File: src/rtl/mem_access_pkg.sv
// mem_access_pkg
//   Shared types and constants for the memory stage: load/store opcodes,
//   the funct3 access-size encoding and the mem_access state type.
//   Also used by writeback (OP_LOAD) and by dcache models in benches.
//   No ports.
package mem_access_pkg;

  typedef logic [6:0] opcode_t;

  localparam opcode_t OP_LOAD  = 7'b0000011;
  localparam opcode_t OP_STORE = 7'b0100011;

  typedef enum logic [2:0] {
    MEM_B  = 3'b000,
    MEM_H  = 3'b001,
    MEM_W  = 3'b010,
    MEM_BU = 3'b100,
    MEM_HU = 3'b101
  } mem_funct3_t;

  typedef enum logic [1:0] {
    IDLE   = 2'd0,
    ACCESS = 2'd1,
    RESP   = 2'd2
  } mem_state_t;

  // Stores only have signed-size encodings; loads also accept BU/HU.
  function automatic logic f3_valid(input logic is_store, input logic [2:0] f3);
    logic ok;
    ok = (f3 == 3'b000) || (f3 == 3'b001) || (f3 == 3'b010);
    if (!is_store) begin
      ok = ok || (f3 == 3'b100) || (f3 == 3'b101);
    end
    return ok;
  endfunction

endpackage

File: src/rtl/mem_align.sv
// mem_align
//   Combinational lane logic for 32-bit little-endian accesses.
//   Produces byte enables and lane-replicated store data from funct3/offset,
//   and extracts/extends the addressed byte or halfword of a read word.
//   Misaligned halfword/word offsets are truncated (off[0] / off[1:0] ignored).
// Ports:
//   funct3_i     access size/sign
//   off_i        byte offset within the word
//   rs2_data_i   store data
//   rdata_i      read word from the dcache
//   be_o         byte enables
//   wdata_o      replicated store data
//   load_data_o  aligned, extended load result
module mem_align
  import mem_access_pkg::*;
#(
  parameter int DATA_W = 32
) (
  input  logic [2:0]        funct3_i,
  input  logic [1:0]        off_i,
  input  logic [DATA_W-1:0] rs2_data_i,
  input  logic [DATA_W-1:0] rdata_i,
  output logic [3:0]        be_o,
  output logic [DATA_W-1:0] wdata_o,
  output logic [DATA_W-1:0] load_data_o
);

  logic [7:0]  byte_sel;
  logic [15:0] half_sel;

  always_comb begin
    byte_sel = rdata_i[{off_i, 3'b000} +: 8];
    half_sel = rdata_i[{off_i[1], 4'b0000} +: 16];
  end

  always_comb begin
    be_o    = 4'b1111;
    wdata_o = rs2_data_i;
    case (funct3_i[1:0])
      2'b00: begin
        be_o    = 4'b0001 << off_i;
        wdata_o = {4{rs2_data_i[7:0]}};
      end
      2'b01: begin
        be_o    = 4'b0011 << {off_i[1], 1'b0};
        wdata_o = {2{rs2_data_i[15:0]}};
      end
      default: begin
        be_o    = 4'b1111;
        wdata_o = rs2_data_i;
      end
    endcase
  end

  always_comb begin
    load_data_o = rdata_i;
    case (funct3_i)
      MEM_B:   load_data_o = {{24{byte_sel[7]}}, byte_sel};
      MEM_BU:  load_data_o = {24'd0, byte_sel};
      MEM_H:   load_data_o = {{16{half_sel[15]}}, half_sel};
      MEM_HU:  load_data_o = {16'd0, half_sel};
      default: load_data_o = rdata_i;
    endcase
  end

endmodule

File: src/rtl/mem_access.sv
// mem_access
//   Memory stage between decode_execute and writeback. Issues load/store
//   requests to the dcache over a req/ack handshake, aligns/extends load
//   data into dcache_out and pulses done for one cycle per instruction.
//   Non-memory instructions and invalid funct3 complete without an access.
//   Optional build macro MEM_MISALIGN_TRAP_EN adds the misalign output and
//   suppresses misaligned halfword/word accesses instead of truncating them.
// Ports:
//   clk, rst                  clock, synchronous active-high reset
//   start/opcode/funct3       instruction from decode_execute
//   alu_out, rs2_data         effective address, store data
//   dc_req/dc_we/dc_addr/dc_wdata/dc_be   dcache request, held until dc_ack
//   dc_ack, dc_rdata          dcache completion and read word
//   dcache_out, done, busy    result, completion strobe, stall indication
//   misalign                  (MEM_MISALIGN_TRAP_EN only) misaligned access
module mem_access
  import mem_access_pkg::*;
#(
  parameter int ADDR_W = 32,
  parameter int DATA_W = 32
) (
  input  logic              clk,
  input  logic              rst,
  input  logic              start,
  input  logic [6:0]        opcode,
  input  logic [2:0]        funct3,
  input  logic [ADDR_W-1:0] alu_out,
  input  logic [DATA_W-1:0] rs2_data,
  output logic              dc_req,
  output logic              dc_we,
  output logic [ADDR_W-1:0] dc_addr,
  output logic [DATA_W-1:0] dc_wdata,
  output logic [3:0]        dc_be,
  input  logic              dc_ack,
  input  logic [DATA_W-1:0] dc_rdata,
  output logic [DATA_W-1:0] dcache_out,
  output logic              done,
  output logic              busy
`ifdef MEM_MISALIGN_TRAP_EN
  ,
  output logic              misalign
`endif
);

  mem_state_t        state_q, state_d;
  logic [ADDR_W-1:0] addr_q, addr_d;
  logic              we_q, we_d;
  logic [DATA_W-1:0] wdata_q, wdata_d;
  logic [3:0]        be_q, be_d;
  logic [2:0]        f3_q, f3_d;
  logic [1:0]        off_q, off_d;
  logic [DATA_W-1:0] dout_q, dout_d;

  logic              is_load, is_store, mem_ok, trap;
  logic [2:0]        al_f3;
  logic [1:0]        al_off;
  logic [3:0]        al_be;
  logic [DATA_W-1:0] al_wdata, al_load;

  assign is_load  = (opcode == OP_LOAD);
  assign is_store = (opcode == OP_STORE);
  assign mem_ok   = (is_load || is_store) && f3_valid(is_store, funct3);

`ifdef MEM_MISALIGN_TRAP_EN
  logic mis_q, mis_d;
  assign trap = mem_ok &&
                (((funct3[1:0] == 2'b01) && alu_out[0]) ||
                 ((funct3[1:0] == 2'b10) && (alu_out[1:0] != 2'b00)));
  assign misalign = mis_q;
`else
  assign trap = 1'b0;
`endif

  // One aligner serves both directions: in IDLE it sees the incoming
  // instruction (store lanes/be), afterwards the latched access (load extract).
  assign al_f3  = (state_q == IDLE) ? funct3       : f3_q;
  assign al_off = (state_q == IDLE) ? alu_out[1:0] : off_q;

  mem_align #(.DATA_W(DATA_W)) u_align (
    .funct3_i    (al_f3),
    .off_i       (al_off),
    .rs2_data_i  (rs2_data),
    .rdata_i     (dc_rdata),
    .be_o        (al_be),
    .wdata_o     (al_wdata),
    .load_data_o (al_load)
  );

  always_comb begin
    state_d = state_q;
    addr_d  = addr_q;
    we_d    = we_q;
    wdata_d = wdata_q;
    be_d    = be_q;
    f3_d    = f3_q;
    off_d   = off_q;
    dout_d  = dout_q;
`ifdef MEM_MISALIGN_TRAP_EN
    mis_d   = 1'b0;
`endif
    case (state_q)
      IDLE: begin
        if (start) begin
          if (mem_ok && !trap) begin
            addr_d  = {alu_out[ADDR_W-1:2], 2'b00};
            we_d    = is_store;
            wdata_d = al_wdata;
            be_d    = al_be;
            f3_d    = funct3;
            off_d   = alu_out[1:0];
            state_d = ACCESS;
          end else begin
            dout_d  = '0;
            state_d = RESP;
`ifdef MEM_MISALIGN_TRAP_EN
            mis_d   = trap;
`endif
          end
        end
      end
      ACCESS: begin
        if (dc_ack) begin
          dout_d  = we_q ? '0 : al_load;
          state_d = RESP;
        end
      end
      RESP:    state_d = IDLE;
      default: state_d = IDLE;
    endcase
  end

  always_ff @(posedge clk) begin
    if (rst) begin
      state_q <= IDLE;
      addr_q  <= '0;
      we_q    <= 1'b0;
      wdata_q <= '0;
      be_q    <= '0;
      f3_q    <= '0;
      off_q   <= '0;
      dout_q  <= '0;
`ifdef MEM_MISALIGN_TRAP_EN
      mis_q   <= 1'b0;
`endif
    end else begin
      state_q <= state_d;
      addr_q  <= addr_d;
      we_q    <= we_d;
      wdata_q <= wdata_d;
      be_q    <= be_d;
      f3_q    <= f3_d;
      off_q   <= off_d;
      dout_q  <= dout_d;
`ifdef MEM_MISALIGN_TRAP_EN
      mis_q   <= mis_d;
`endif
    end
  end

  assign dc_req     = (state_q == ACCESS);
  assign dc_we      = dc_req && we_q;
  assign dc_addr    = addr_q;
  assign dc_wdata   = wdata_q;
  assign dc_be      = be_q;
  assign dcache_out = dout_q;
  assign done       = (state_q == RESP);
  assign busy       = (state_q != IDLE);

endmodule

File: config.mk
export PLATFORM = sky130hd
export DESIGN_NAME = mem_access
export DESIGN_NICKNAME = d
export VERILOG_FILES = /design/src/rtl/mem_access_pkg.sv /design/src/rtl/mem_align.sv /design/src/rtl/mem_access.sv
export SDC_FILE = /design/constraint.sdc
export NUM_CORES = 1
export LEC_CHECK = 0
export BUFFER_PORTS_ARGS = -buffer_cell sky130_fd_sc_hd__buf_4
export CAP_MARGIN = 20
export CORE_UTILIZATION = 49
export DETAILED_ROUTE_END_ITERATION = 8
export PLACE_DENSITY = 0.77
export SLEW_MARGIN = 20
export SYNTH_ARGS = -nofsm -noshare
export SYNTH_HDL_FRONTEND = slang
export SYNTH_HIERARCHICAL = 1
export SYNTH_SLANG_ARGS = --single-unit
File: constraint.sdc
create_clock -name clk -period 2.3 [get_ports clk]
set_input_delay 0.23 -clock clk [delete_from_list [all_inputs] [get_ports clk]]
set_output_delay 0.23 -clock clk [all_outputs]
set_load 0.01 [all_outputs]
# Yosys cells after proc, flatten, opt, wreduce, memory -nomap -nowiden
# Index checks and enable logic that the tools add are counted.
totals:
  ff_bits: 106
  latch_bits: 0
  ramBits: 0
  romBits: 0
  in_bits: 110
  out_inout_bits: 104
  word_cells: 58
  n_memories: 0
op_classes:
  add_sub_neg: 0
  mul: 0
  div_mod_pow: 0
  order_cmp: 0
  eq_ne: 15
  shift: 4
  n_mux: 15
  n_bitwise: 0
  n_reduce_logical: 16
op_table:
  columns: ["cell", "n"]
  rows:
  - ["two-way mux 32 bit", 4]
  - ["one-hot mux 32 bit (2 select lines)", 2]
  - ["one-hot mux 32 bit (4 select lines)", 1]
  - ["indexed part select 32 x 6 -> 16 bit", 1]
  - ["indexed part select 32 x 6 -> 8 bit", 1]
  - ["== test 3 bit (second input constant)", 4]
  - ["two-way mux 2 bit", 4]
  - ["one-hot mux 4 bit (2 select lines)", 1]
  - ["== test 7 x 2 -> 1 bit (second input constant)", 1]
  - ["== test 7 x 6 -> 1 bit (second input constant)", 1]
  - ["== test 3 x 1 -> 1 bit (second input constant)", 2]
  - ["logical NOT 3 bit", 2]
  - ["logical OR 1 bit", 5]
  - ["== test 2 x 1 -> 1 bit (second input constant)", 2]
  - ["logical NOT 2 bit", 2]
  - ["!= test 2 bit (second input constant)", 2]
  - ["one-hot mux 2 bit (2 select lines)", 1]
  - ["AND reduction 4 bit", 1]
  - ["nonzero test 2 bit", 2]
  - ["<< shifter 1 x 2 -> 4 bit (first input constant)", 1]
  - ["<< shifter 2 x 2 -> 4 bit (first input constant)", 1]
  - ["== test 3 x 2 -> 1 bit (second input constant)", 1]
  - ["two-way mux 3 bit", 1]
  - ["AND reduction 3 bit", 1]
  - ["5 further kinds", 6]

# Depth between registers and ports, before layout
# Gate-level depths: netlist of the first run.
depth:
  depth_word: 10
  ltp_mapped: 10

# Cells and area by module
# The synthesis of the first run kept the hierarchy.
modules_own_cells:
  columns: ["module", "instances", "cells_per_inst", "area_per_inst_um2", "seq_area_each_um2"]
  rows:
  - ["mem_access", 1, 496, 4269.1, 2122.0]
  - ["mem_align", 1, 189, 1262.5, 0.0]

# Least setup slack after synthesis of the first run
# Ideal clock, no wire load.
synth_path:
  kind: "reg2reg"
  start: "reg state_q[1]"
  end: "reg dout_q[16] (netlist: dcache_out[16])"
  setup_time_ps: 115
  arrival_ps: 1982
  t_required_ps: 2185
  slack_ps: 203
  path_stages_with_launch: 10
  period_less_slack_ps: 2097
  path_cell_list: "dfxtp_1 nor2_2 mux2_2 buf_6 mux2_4 a31oi_4 buf_6 o22ai_1 nand2_1 o21ai_2"
synth_via:
  elab_chain_len: 7
synth_rtl:
  columns: ["element", "line", "rtl"]
  rows:
  - ["start, declared", "mem_access.sv:45", "mem_state_t state_q, state_d;"]
  - ["start signal, assigned", "mem_access.sv:146", "state_q <= state_d;"]
  - ["logical NOT 2 bit *", "mem_access.sv:77", "assign al_off = (state_q == IDLE) ? alu_out[1:0] : off_q;"]
  - ["two-way mux 2 bit *", "mem_access.sv:77", null]
  - ["named net al_off[1]", "mem_access.sv:56", "logic [1:0] al_off;"]
  - ["indexed part select 32 x 6 -> 16 bit / indexed part select 32 x 6 -> 8 bit (equally long branches)", "mem_align.sv:33, mem_align.sv:32", null]
  - ["one-hot mux 32 bit (4 select lines) *", "mem_align.sv:57", "case (funct3_i)"]
  - ["named net al_load[16]", "mem_access.sv:58", "logic [DATA_W-1:0] al_wdata, al_load;"]
  - ["two-way mux 32 bit *", "mem_access.sv:123", "dout_d = we_q ? '0 : al_load;"]
  - ["two-way mux 32 bit *", "mem_access.sv:122", "if (dc_ack) begin"]
  - ["one-hot mux 32 bit (2 select lines) *", "mem_access.sv:101", "case (state_q)"]
  - ["end signal, assigned", "mem_access.sv:153", "dout_q <= dout_d;"]
  - ["end, declared", "mem_access.sv:52", "logic [DATA_W-1:0] dout_q, dout_d;"]
# The timed path passes the listed nets; every way through them passes the cells marked *. The select of a mux whose other input is x is not followed.
# A chain may end at the register's enable or synchronous reset.

# Worst setup path in the final report of the first run
layout_path:
  start: "reg state_q[1]"
  end: "reg dout_q[14] (netlist: dcache_out[14])"
layout_via:
  elab_chain_len: 7
layout_rtl:
  columns: ["element", "line", "rtl"]
  rows:
  - ["logical NOT 2 bit", "mem_access.sv:77", null]
  - ["two-way mux 2 bit", "mem_access.sv:77", null]
  - ["named net al_off[0]", "mem_access.sv:56", null]
  - ["indexed part select 32 x 6 -> 8 bit", "mem_align.sv:32", "byte_sel = rdata_i[{off_i, 3'b000} +: 8];"]
  - ["one-hot mux 32 bit (4 select lines)", "mem_align.sv:57", null]
  - ["named net al_load[14]", "mem_access.sv:58", null]
  - ["two-way mux 32 bit", "mem_access.sv:123", null]
  - ["two-way mux 32 bit", "mem_access.sv:122", null]
  - ["one-hot mux 32 bit (2 select lines)", "mem_access.sv:101", null]
# The timed path passes the listed nets, and every way through them passes these cells. The select of a mux whose other input is x is not followed.

==> flow_summary.ini, run 1 <==
[global_routing]
grt_pass1_wl_um = 26800
grt_antenna_before_repair = 0
number_of_global_route_vias_before_repair = 5391
grt_remaining_overflow = 0
grt.total_usage = 0.290
grt_start_max_net_pins = 75

[synthesis]
netlist_area_um2 = 5530
yosysWarnings = 6
synthCells = 685
synth_seq_area_share = 0.384
syn_avg_cell_area_um2 = 8.08
synth_cell_type_count = 39
yosys_register_bits = 106

[pwr]
seqPwrFrac = 0.445
pwr-share-comb = 0.166
int_power_w = 0.00305
vdd_drop_max_mv = 0.389
power.density_nw_per_um2 = 556
clock_power_share = 0.389
total_switching_power_w = 0.00108
leakage_component_of_the_power_nw = 3.05
sw_frac_of_total = 0.262

[sta]
timing.final.max_slew_violations = 0
worst_clock_skew_ns = 0.0108
min_period_over_period = 0.948
setup_tns_ns = 0
worst_slew_margin_rel = 0.605
grt_setup_unrepaired = no
setup_viol = 0
report.final.hold_viol_count = 0
max_freq_mhz = 459
finalHoldWorstSlack_ns = 0.148
worst_pin_slew_ns = 0.592
finalWorstPathRequiredPeriod_ns = 2.18

[detailed_routing]
detailedRoute.firstIterationViolations = 348
wl_um = 17100
route.vias.total = 5701
detail_route_antenna_nets = 0
drt-wirelength-per-cell_um = 17.1
drt_pre_antenna_iters = 5
via_per_inst = 5.71
route.detailed.drc = 0

[worst_setup_path]
cp.required_ns = 2.52
cp_max_fo = 24
worst_r2r_path_depth = 8
startpoint_kind_of_the_worst_setup_timing_path = flip-flop
cp_data_arrival_time_ns = 2.40
criticalPathCategory = flip-flop to flip-flop
reg2reg_to = dcache_out[14]
worst_setup_path_end_kind = flip-flop
regToRegSetupSlack_ns = 0.12
critical_path.reg2reg.startpoint = state_q[1]

[clock_network]
path_clk_slew_ns = 0.08
postCtsHoldBufs = 0
ctsHtreeMaxLevel = 3
ctsRootBufferMaster = sky130_fd_sc_hd__clkbuf_16
cts.sinks = 106
tritoncts.num_buffers = 9
cts_max_path_bufs = 2
insertion_delay_ns = 0.35
clock_tree_from_tritoncts = done

[floorplan]
design.core.area_um2 = 10900
row_count = 38
total_die_area_um2 = 11700
floorplan.io_pins = 214
floorplan.initialDensity = 0.506
floorplan.die.width_um = 108
die_height_um = 108

[hold_path]
hp-start = alu_out[31]
worst_case_hold_path_end_point = dc_addr[31]
worst_hold_path_type = input pin to flip-flop
worstHoldPathCells = 3

[layout]
sequential_cell_area_um2 = 2120
area_growth_syn_to_layout_pct = 34.3
fill_cell_total_of_the_finished_layout = 942
mostFrequentLayoutCell = sky130_fd_sc_hd__buf_4
area_taken_by_multi_input_logic_gates_um2 = 2970
antennaDiodeCount = 0
finish.net_count = 964
most_used_cells_in_the_layout_excluding_fill_and_tap_cells = sky130_fd_sc_hd__buf_4, sky130_fd_sc_hd__dfxtp_1, sky130_fd_sc_hd__o21ai_0
post_route_cells_drive_above_1_share = 0.350

[run_status]
result_of_the_run = finished clean

[place]
routabilityCongestion = 0.888
port_buffers = 211
place.detailed.hpwl_um = 12100

[flow_run]
max_cap_violations = 0
[per-stage QoR]
step	total power (W)	setup WS (ns)	util	area [um^2]	std cells
2_1_floorplan	0.00228	0.203	-	5540	686
3_3_place_gp	0.00254	0.0896	0.648	7080	982
3_5_place_dp	0.00254	0.0209	0.648	7080	982
4_1_cts	0.00414	0.0199	0.676	7400	998
5_1_grt	0.00428	0.0383	0.679	7430	999
6_report	0.00413	0.120	0.679	7430	999
[repair_timing]
action / CTS / global route
resized for setup: 1 / 4
buffers inserted: 0 / 1
pin swaps: 1 / 1
setup endpoints to repair: 2 / 32
[cell families after synthesis]
kind of cell	synth area share
buffers and inverters	0.0860
other	0.000678
muxes	0.0647
and+or+nand+nor	0.209
DFF	0.384
AOI/OAI and AO/OA	0.256
[worst max-delay path, stage by stage, from the launching register on]
cell and delay [ns]:
sky130_fd_sc_hd__dfxtp_1 0.34, sky130_fd_sc_hd__nor2_4 0.22, sky130_fd_sc_hd__mux2_2 0.43, sky130_fd_sc_hd__mux2_4 0.33, sky130_fd_sc_hd__a22oi_4 0.19, sky130_fd_sc_hd__buf_12 0.19
sky130_fd_sc_hd__o221ai_1 0.17, sky130_fd_sc_hd__nand2_1 0.13, sky130_fd_sc_hd__o21ai_2 0.05
[power groups by stage]
| stage | Sequential [W] | Combinational (W) | Clock [W] |
|---|---|---|---|
| global placement | 0.00188 | 0.000658 | 0 |
| CTS | 0.00184 | 0.000667 | 0.00163 |
| detailed placement | 0.00188 | 0.000661 | 0 |
| finish | 0.00184 | 0.000686 | 0.00161 |
| global route | 0.00184 | 0.000736 | 0.00170 |
| floorplan | 0.00188 | 0.000398 | 0 |
[Yosys cell counts (all sizes together)]
master	count	area share
or2	2	0.0023
nor4b	1	0.0043
nand2b	34	0.038
buf	42	0.059
o21a	1	0.0027
nand3	72	0.065
o21ai	114	0.12
nor2b	23	0.026
dfxtp	106	0.38
a221oi	1	0.0016
nor2	13	0.0093
a22oi	8	0.013
a221o	7	0.013
o21bai	4	0.0054
or3b	1	0.0016
and2	3	0.0034
clkbuf	36	0.024
o22ai	17	0.019
and4b	1	0.0018
a311oi	1	0.0016
and4	1	0.0016
a31oi	1	0.0038
nand2	75	0.051
inv	4	0.0027
a2111oi	1	0.0016
o221ai	7	0.011
nand4	1	0.0023
mux2i	17	0.031
a21oi	73	0.066
nor4	1	0.0023
mux2	16	0.034
conb	1	0.00068
[flip-flops by register name (all words and copies together), names as in the netlist]
signal,count
dc_wdata,32
f3_q,3
dc_addr,30
off_q,2
state_q,2
dcache_out,32
dc_be,4
we_q,1
[area by class of cell]
cell class	count	share of cell area
tap	140	0.0236
clock buffer	11	0.0327
sequential	106	0.286
multi-input combinational	498	0.399
timing repair buffer	235	0.248
inverter	4	0.00202
clock inverter	5	0.00910
[routing by layer]
metal  global-route usage  share of wire
met1                0.375           0.44
met2                0.464           0.46
met3               0.0753          0.077
met4                0.105          0.022
met5                    0              0
[worst max-delay path by stage]
stage,startpoint,endpoint,slack (ns),cells past startpoint
3_3_place_gp,state_q[1],dcache_out[14],0.09,6
4_1_cts,state_q[1],dcache_out[14],0.02,8
5_1_grt,state_q[1],dcache_out[14],0.04,8
6_report,state_q[1],dcache_out[14],0.12,8
3_5_place_dp,state_q[1],dcache_out[22],0.02,7
2_1_floorplan,state_q[1],dcache_out[16],0.20,9
Power figures use the tool's default switching activity.
==> run 2, diff against run 1 <==
--- a/config.mk
+++ b/config.mk
@@ -7,9 +7,11 @@
 export LEC_CHECK = 0
 export BUFFER_PORTS_ARGS = -buffer_cell sky130_fd_sc_hd__buf_4
 export CAP_MARGIN = 20
+export CORE_ASPECT_RATIO = 2
 export CORE_UTILIZATION = 49
 export DETAILED_ROUTE_END_ITERATION = 8
-export PLACE_DENSITY = 0.77
+export MAX_ROUTING_LAYER = met4
+export PLACE_DENSITY = 0.8
 export SLEW_MARGIN = 20
 export SYNTH_ARGS = -nofsm -noshare
 export SYNTH_HDL_FRONTEND = slang
==> flow_summary.ini, run 2 (synthesis results as in run 1) <==
[global_routing]
number_of_global_route_vias_before_repair = 5895
grt_pass1_wl_um = 29100
grt_remaining_overflow = 0
grt.total_usage = 0.324
grt_antenna_before_repair = 0
grt_start_max_net_pins = 75

[clock_network]
insertion_delay_ns = 0.35
tritoncts.num_buffers = 9
cts.sinks = 106
cts_max_path_bufs = 2
clock_tree_from_tritoncts = done
path_clk_slew_ns = 0.08
ctsRootBufferMaster = sky130_fd_sc_hd__clkbuf_16
postCtsSetupBuffers = 0
postCtsHoldBufs = 0
ctsHtreeMaxLevel = 3

[sta]
worst_pin_slew_ns = 0.535
finalHoldWorstSlack_ns = 0.130
worst_slew_margin_rel = 0.642
finalWorstPathRequiredPeriod_ns = 2.25
max_freq_mhz = 445
grt_setup_unrepaired = yes
min_period_over_period = 0.977
timing.final.max_slew_violations = 0
setup_viol = 0
worst_clock_skew_ns = 0.00695
report.final.hold_viol_count = 0

[layout]
antennaDiodeCount = 0
area_growth_syn_to_layout_pct = 33.7
mostFrequentLayoutCell = sky130_fd_sc_hd__buf_4
layout.cell_area.non_filler_um2 = 7400
most_used_cells_in_the_layout_excluding_fill_and_tap_cells = sky130_fd_sc_hd__buf_4, sky130_fd_sc_hd__dfxtp_1, sky130_fd_sc_hd__o21ai_0
area_taken_by_multi_input_logic_gates_um2 = 2970
post_route_cells_drive_above_1_share = 0.351
fill_cell_total_of_the_finished_layout = 972
sequential_cell_area_um2 = 2120
finish.net_count = 965

[floorplan]
floorplan.die.width_um = 77.1
total_die_area_um2 = 11700
die_height_um = 152
row_count = 54
floorplan.io_pins = 214
design.core.area_um2 = 10900
floorplan.initialDensity = 0.505

[worst_setup_path]
endpoint = dcache_out[13]
criticalPathCategory = flip-flop to flip-flop
cp.required_ns = 2.53
worst_setup_path_end_kind = flip-flop
cp_data_arrival_time_ns = 2.47
reg2reg_to = dcache_out[13]
critical_path.reg2reg.startpoint = state_q[1]
first_element_of_the_critical_path = state_q[1]
worst_r2r_path_depth = 9
regToRegSetupSlack_ns = 0.05
cp_max_fo = 9
startpoint_kind_of_the_worst_setup_timing_path = flip-flop

[hold_path]
worst_hold_path_type = input pin to flip-flop

[detailed_routing]
detail_route_antenna_nets = 0
route.detailed.drc = 0
route.vias.total = 5812
wl_um = 18600
detailedRoute.firstIterationViolations = 288
drt-wirelength-per-cell_um = 18.6
via_per_inst = 5.81
drt_pre_antenna_iters = 5

[place]
port_buffers = 211
routabilityCongestion = 0.947
dpl_cell_area_um2 = 7060
place.detailed.hpwl_um = 13500

[run_status]
result_of_the_run = finished clean

[pwr]
leakage_component_of_the_power_nw = 3.04
power.density_nw_per_um2 = 561
vdd_drop_max_mv = 0.428
total_power_w = 0.00415

[flow_run]
max_cap_violations = 0
[run 2: worst min path at each step]
| stage | from | to | cells after the start |
|---|---|---|---|
| after floorplan | alu_out[10] | dc_addr[10] | 2 |
| after CTS | alu_out[20] | dc_addr[20] | 3 |
| after global placement | dcache_out[26] | dcache_out[26] | 2 |
| after detailed placement | dcache_out[21] | dcache_out[21] | 2 |
| final | alu_out[20] | dc_addr[20] | 3 |
| after global routing | alu_out[17] | dc_addr[17] | 3 |
[run 2: final cells by class]
| class | count | share of cell area |
|---|---|---|
| multi-input combinational | 498 | 0.401 |
| sequential | 106 | 0.287 |
| timing repair buffer | 236 | 0.243 |
| clock buffer | 9 | 0.0305 |
| tap | 140 | 0.0237 |
| clock inverter | 7 | 0.0127 |
| inverter | 4 | 0.00203 |
[run 2: metal layers]
| layer | vias up | GRT usage | share of wire |
|---|---|---|---|
| li1 | 2748 | - | - |
| met1 | 2735 | 0.317 | 0.34 |
| met2 | 265 | 0.575 | 0.54 |
| met3 | 64 | 0.0611 | 0.064 |
| met4 | 0 | 0.196 | 0.058 |
| met5 | - | - | 0 |
[run 2: per-stage QoR]
step	instances	setup TNS [ns]	utilization	worst slack [ns]
6_report	1000	0	0.676	0.0520
2_1_floorplan	686	0	-	0.203
4_1_cts	1000	0	0.675	0.0592
3_3_place_gp	984	0	0.645	0.0575
3_5_place_dp	984	0	0.645	0.00575
5_1_grt	1000	-0.00805	0.676	-0.00404
[run 2: critical path, stage by stage, from the launching register on]
cell,delay [ns]
sky130_fd_sc_hd__dfxtp_1,0.35
sky130_fd_sc_hd__nor2_4,0.23
sky130_fd_sc_hd__mux2_2,0.48
sky130_fd_sc_hd__buf_4,0.21
sky130_fd_sc_hd__nor2b_1,0.13
sky130_fd_sc_hd__buf_4,0.16
sky130_fd_sc_hd__a22oi_1,0.20
sky130_fd_sc_hd__o221ai_1,0.20
sky130_fd_sc_hd__nand2_1,0.11
sky130_fd_sc_hd__o21ai_2,0.05
[run 2: repair_timing]
action                     CTS  global route
setup endpoints to repair    1             7
pin swaps                    0             0
hold endpoints to repair     0             0
gates resized for setup      2             3
[run 2: where the power goes]
group	total (W)	switching [W]	internal (W)	leakage, nW
sequential	0.00184	0.00000267	0.00184	0.854
combinational	0.000669	0.000363	0.000306	2.03
clock	0.00164	0.000763	0.000878	0.153
